## config.mk

```make
export PLATFORM = sky130hd
export DESIGN_NAME = dht11_apb_ctrl
export DESIGN_NICKNAME = d
export VERILOG_FILES = /design/src/rtl/dht11_apb_ctrl.sv
export SDC_FILE = /design/constraint.sdc
export NUM_CORES = 1
export LEC_CHECK = 0
export CAP_MARGIN = 10
export CORE_MARGIN = 2
export CORE_UTILIZATION = 55
export CTS_CLUSTER_SIZE = 25
export DETAILED_ROUTE_END_ITERATION = 16
export HOLD_SLACK_MARGIN = 0.1
export PLACE_DENSITY = 0.88
export SYNTH_ARGS = -nofsm -noshare
export SYNTH_HDL_FRONTEND = slang
export SYNTH_SLANG_ARGS = --single-unit
export TNS_END_PERCENT = 30
```

## constraint.sdc

```tcl
create_clock -name clk -period 5.61 [get_ports clk]
set_clock_uncertainty 0.1 [all_clocks]
set_input_delay 1.4025 -clock clk [delete_from_list [all_inputs] [get_ports clk]]
set_output_delay 1.4025 -clock clk [all_outputs]
set_load 0.01 [all_outputs]
```

## src/rtl/dht11_apb_ctrl.sv

```systemverilog
// APB-controlled acquisition sequencer for a DHT11 sensor controller.
// Issues start pulses manually or periodically and latches the sensor result.
module dht11_apb_ctrl #(
    parameter int SYS_CLK_HZ = 100_000_000,
    parameter int ACQ_MS     = 25
) (
    input  logic        clk,
    input  logic        rst,
    input  logic [3:0]  PADDR,
    input  logic        PSEL,
    input  logic        PENABLE,
    input  logic        PWRITE,
    input  logic [31:0] PWDATA,
    output logic [31:0] PRDATA,
    output logic        PREADY,
    output logic        dht_start,
    input  logic [15:0] humidity,
    input  logic [15:0] temperature
);

    localparam int CLKS_PER_MS = SYS_CLK_HZ / 1000;
    localparam int PRE_W       = (CLKS_PER_MS > 1) ? $clog2(CLKS_PER_MS) : 1;

    localparam logic [PRE_W-1:0] PRE_LAST   = PRE_W'(CLKS_PER_MS - 1);
    localparam logic [15:0]      ACQ_LAST   = 16'(ACQ_MS - 1);
    localparam logic [15:0]      PERIOD_RST = 16'd2000;
    localparam logic [15:0]      PERIOD_MIN = 16'd1000;

    localparam logic [1:0] IDLE    = 2'd0;
    localparam logic [1:0] TRIG    = 2'd1;
    localparam logic [1:0] ACQ     = 2'd2;
    localparam logic [1:0] CAPTURE = 2'd3;

    logic [1:0]       state;
    logic [1:0]       state_nxt;
    logic [PRE_W-1:0] pre_cnt;
    logic [15:0]      ms_cnt;
    logic [15:0]      auto_tmr;
    logic             auto_en;
    logic [15:0]      period;
    logic             valid;
    logic             overrun;
    logic [31:0]      data;

    logic        apb_wr;
    logic [1:0]  reg_sel;
    logic        wr_ctrl;
    logic        wr_period;
    logic        wr_status;
    logic        start_wr;
    logic        auto_rise;
    logic        ms_tick;
    logic [15:0] eff_period;
    logic        auto_expire;
    logic        start_req;
    logic        busy;
    logic        trig_accept;
    logic        overrun_set;
    logic        capture;
    logic [31:0] rd_mux;

    // APB handshake: PREADY is tied high, so a transfer completes in the single
    // cycle where PSEL and PENABLE are both 1; the setup cycle has no side effects.
    assign PREADY    = 1'b1;
    assign apb_wr    = PSEL & PENABLE & PWRITE;
    assign reg_sel   = PADDR[3:2];
    assign wr_ctrl   = apb_wr & (reg_sel == 2'd0);
    assign wr_period = apb_wr & (reg_sel == 2'd1);
    assign wr_status = apb_wr & (reg_sel == 2'd2);

    assign start_wr  = wr_ctrl & PWDATA[0];
    assign auto_rise = wr_ctrl & PWDATA[1] & ~auto_en;

    assign ms_tick    = (pre_cnt == PRE_LAST);
    assign eff_period = (period < PERIOD_MIN) ? PERIOD_MIN : period;
    // Fires on the tick that would bring the timer up to the effective period.
    assign auto_expire = auto_en & ms_tick &
                         (({1'b0, auto_tmr} + 17'd1) >= {1'b0, eff_period});

    // A manual start and an auto expiry in one cycle merge into one request.
    assign start_req   = start_wr | auto_expire;
    assign busy        = (state != IDLE);
    assign trig_accept = start_req & ~busy;
    assign overrun_set = start_req & busy;
    assign capture     = (state == CAPTURE);
    assign dht_start   = (state == TRIG);

    wire unused_ok = &{1'b0, PADDR[1:0], PWDATA[31:16]};

    always_comb begin
        state_nxt = state;
        case (state)
            IDLE:    if (trig_accept) state_nxt = TRIG;
            TRIG:    state_nxt = ACQ;
            ACQ:     if (ms_tick && (ms_cnt == ACQ_LAST)) state_nxt = CAPTURE;
            CAPTURE: state_nxt = IDLE;
            default: state_nxt = IDLE;
        endcase
    end

    always_ff @(posedge clk or posedge rst) begin
        if (rst) begin
            state <= IDLE;
        end else begin
            state <= state_nxt;
        end
    end

    // The prescaler free-runs for the auto timer but is realigned at TRIG so the
    // acquisition window is an exact number of ms.
    always_ff @(posedge clk or posedge rst) begin
        if (rst) begin
            pre_cnt <= '0;
            ms_cnt  <= '0;
        end else begin
            if ((state == TRIG) || ms_tick) begin
                pre_cnt <= '0;
            end else begin
                pre_cnt <= pre_cnt + PRE_W'(1);
            end
            if (state == TRIG) begin
                ms_cnt <= '0;
            end else if ((state == ACQ) && ms_tick) begin
                ms_cnt <= ms_cnt + 16'd1;
            end
        end
    end

    always_ff @(posedge clk or posedge rst) begin
        if (rst) begin
            auto_tmr <= '0;
        end else if (!auto_en || auto_rise || trig_accept || auto_expire) begin
            auto_tmr <= '0;
        end else if (ms_tick) begin
            auto_tmr <= auto_tmr + 16'd1;
        end
    end

    // Status set events take priority over a same-cycle write-1-to-clear.
    always_ff @(posedge clk or posedge rst) begin
        if (rst) begin
            auto_en <= 1'b0;
            period  <= PERIOD_RST;
            valid   <= 1'b0;
            overrun <= 1'b0;
            data    <= '0;
        end else begin
            if (wr_ctrl) begin
                auto_en <= PWDATA[1];
            end
            if (wr_period) begin
                period <= PWDATA[15:0];
            end
            if (capture) begin
                valid <= 1'b1;
            end else if (wr_status && PWDATA[1]) begin
                valid <= 1'b0;
            end
            if (overrun_set) begin
                overrun <= 1'b1;
            end else if (wr_status && PWDATA[2]) begin
                overrun <= 1'b0;
            end
            if (capture) begin
                data <= {humidity, temperature};
            end
        end
    end

    always_comb begin
        rd_mux = '0;
        case (reg_sel)
            2'd0:    rd_mux = {30'd0, auto_en, 1'b0};
            2'd1:    rd_mux = {16'd0, period};
            2'd2:    rd_mux = {29'd0, overrun, valid, busy};
            2'd3:    rd_mux = data;
            default: rd_mux = '0;
        endcase
        PRDATA = PSEL ? rd_mux : 32'd0;
    end

endmodule

```

==> impl_metrics.env, run 1 <==
export IMPL_final_setup_tns_ns=0
export IMPL_grt_max_degree=72
export IMPL_synth_area_leaders="dfrtp_1, mux2_2, ha_1"
export IMPL_cts_tree="yes"
export IMPL_grt_pass1_vias=4531
export IMPL_critPathTopFamily="buffers and inverters"
export IMPL_ys_warn_count=0
export IMPL_synth_cell_types=54
export IMPL_yosys_area_top_type_share_pct=41.91
export IMPL_num_vias=4460
export IMPL_rsz0062_at_grt="no"
export IMPL_post_cts_setup_buffers=0
export IMPL_max_cap_violations=0
export IMPL_setup_violations=0
export IMPL_slowest_stage="clkdlybuf4s50_1"
export IMPL_use_met3_pct=3.985
export IMPL_synth_edf_count=0
export IMPL_drt_total_wl_um=12920
export IMPL_path_clk_slew_ns=0.09
export IMPL_cpMostUsedCell="clkdlybuf4s50_1"
export IMPL_cts_hold_fix_buffers=0
export IMPL_critPathMaxStageDelay_ns=0.60
export IMPL_finish_instance_area_um2=6883
export IMPL_maxSlewViolCount=0
export IMPL_setup_worst_path_class="in -> out"
export IMPL_grtUsageMet1_pct=30.32
export IMPL_use_met2_pct=42.21
export IMPL_syn_instance_count=559
export IMPL_dp_slack_ns=0.5549
export IMPL_power_density_nw_per_um2=211.7
export IMPL_fp_dieArea_um2=11250
export IMPL_portBuffers=87
export IMPL_ctsResizeCount=0
export IMPL_min_period_over_period_pct=90.65
export IMPL_clock_latency_ns=0.37
export IMPL_placed_area_um2=6698
export IMPL_dp_cells=761
export IMPL_numClockSinks=102
export IMPL_crit_buf_inv=2
export IMPL_grt_busiest_layer="met2"
export IMPL_yosys_area_top_type="dfrtp_1"
export IMPL_area_growth_pct=20.08
export IMPL_crit_fanout=13
export IMPL_root_buffer="clkbuf_8"
export IMPL_worst_slack_ns=0.5247
export IMPL_cp_end_kind="output pin"
export IMPL_hold_path_class="reg -> reg"
export IMPL_rows=37
export IMPL_ios=107
export IMPL_grt_usage_pct=24.01
export IMPL_grt_pass1_wl_um=21580
export IMPL_first_pass_iters=4
export IMPL_synth_yosys_seq_area_share_pct=44.66
export IMPL_numCtsBuffers=9
export IMPL_syn_cell_area_um2=5732
export IMPL_async_flop_share_pct=100.0
export IMPL_ys_ff_latch=102
export IMPL_die_x_um=106.1
export IMPL_crit_arrival_ns=3.58
export IMPL_worstMarginPinSlew_ns=0.8830
export IMPL_drc=0
export IMPL_via_per_inst=5.740
export IMPL_total_power_mw=1.457
export IMPL_fin_cells=777
export IMPL_syn_avg_cell_area_um2=10.25
export IMPL_core_um2=10230
export IMPL_gr_total_overflow=0
export IMPL_gp_congestion=0.9180
export IMPL_syn_num_nets=657
export IMPL_insertedDiodeCount=0
export IMPL_dieHeight_um=106.1
export IMPL_post_route_util_pct=67.27
export IMPL_wl_per_cell_um=16.63
export IMPL_hold_viol_final=0
export IMPL_layout_drive_gt1_share_pct=13.88
export IMPL_htreeDepth=3
export IMPL_p_leak_nw=3.168
export IMPL_max_freq_mhz=196.6
export IMPL_synth_ff_type="dfrtp_1"
export IMPL_place_detailed_hpwl_um=9487
export IMPL_cts_buffer_depth=2
export IMPL_slew_headroom_pct=40.96
export IMPL_antenna_left=0
export IMPL_period_minus_slack_ns=5.085
export IMPL_worst_hold_slack_ns=0.3901
export IMPL_drt_first_iter_violations=294
export IMPL_vdd_drop_max_uv=129.9
export IMPL_critPathRequiredTime_ns=4.11
export IMPL_antenna_found_initial=0
export IMPL_path_cells="clkdlybuf4s50_1, nor2b_1, and2_1, a22o_1, clkdlybuf4s50_1"
export IMPL_initial_core_util_pct=56.02
export IMPL_status="completed"
export IMPL_worst_setup_path_start_kind="input port"
export IMPL_layout_nets=734
==> logic make-up after synthesis <==
family / share of synthesized area (%)
flops: 44.66
compound gates: 7.684
buf+inv: 3.121
xor+xnor: 6.418
mux: 10.74
simple gates: 21.85
other cells: 0.06543
fa+ha+maj: 5.457
==> area by class of cell <==
cell class / instances / area (um^2)
Clock buffer: 11 / 141.4
Clock inverter: 5 / 43.79
Fill cell: 770 / 3348
Inverter: 15 / 58.81
Multi-Input combinational cell: 415 / 2993
Sequential cell: 102 / 2560
Tap cell: 136 / 170.2
Timing Repair Buffer: 93 / 915.9
==> where the power goes <==
group          internal [mW]  leakage (nW)  switching (mW)
registers              0.773          1.37          0.0316
logic                  0.106          1.71           0.105
clock network          0.179        0.0877           0.264
total                   1.06          3.17           0.400
==> final timing paths <==
kind                             start           to  slack [ns]  depth (start not counted)
setup / recovery              PADDR[2]    PRDATA[7]        0.52                          5
hold / removal                   valid        valid        0.39                          1
setup reg to reg           auto_tmr[0]     state[1]        1.82                         12
hold reg to reg                  valid        valid        0.39                          1
max in group asynchronous          rst  auto_tmr[1]        2.97                          3
min in group asynchronous          rst     data[24]        1.46                          2
==> cell usage in the layout, fill, tap and decap left out, drive strengths merged, types with 2 or more instances in the layout <==
cell type,n
a21o,5
a21oi,14
a22o,13
a22oi,3
and2,22
and3,11
and4,10
and4b,2
buf,6
clkbuf,11
clkdlybuf4s50,87
clkinv,2
clkinvlp,2
dfrtp,96
dfstp,6
ha,25
inv,16
mux2,50
mux2i,3
nand2,43
nand3,27
nand4,18
nand4b,2
nor2,60
nor2b,8
nor3,17
nor4b,4
o21a,2
o21ai,15
o31ai,2
xnor2,21
xor2,21
==> cell usage after synthesis (all sizes together) (2+ instances only) <==
cell,count
mux2,50
o31ai,2
clkbuf,14
and4b,2
a21o,5
nand2,43
and4,10
nand4,18
dfrtp,96
nor2,60
nand4b,2
xnor2,21
and3,11
o21ai,15
nor3,17
nand3,27
inv,15
a21oi,14
mux2i,3
buf,13
and2,22
xor2,21
ha,25
o21a,2
dfstp,6
nor4b,4
a22oi,3
a22o,13
nor2b,8
==> flip-flops by register name (all words and copies together) (netlist names) <==
| signal | cells |
|---|---|
| valid | 1 |
| period | 16 |
| pre_cnt | 17 |
| data | 32 |
| overrun | 1 |
| ms_cnt | 16 |
| state | 2 |
| auto_en | 1 |
| auto_tmr | 16 |
==> per-layer routing <==
layer / up-vias / part of all wire [%]
met3: 25 / 3.3
met2: 110 / 52
met1: 2201 / 42
met4: 0 / 1.9
li1: 2124 / -
met5: - / 0
Note: power is estimated with default switching activity, not from simulation.
==> inputs of run 2 (changes only) <==
- SLEW_MARGIN: unset -> 20
==> results of run 2 <==
The final DEF is identical to that of run 1; final timing and power are the same.
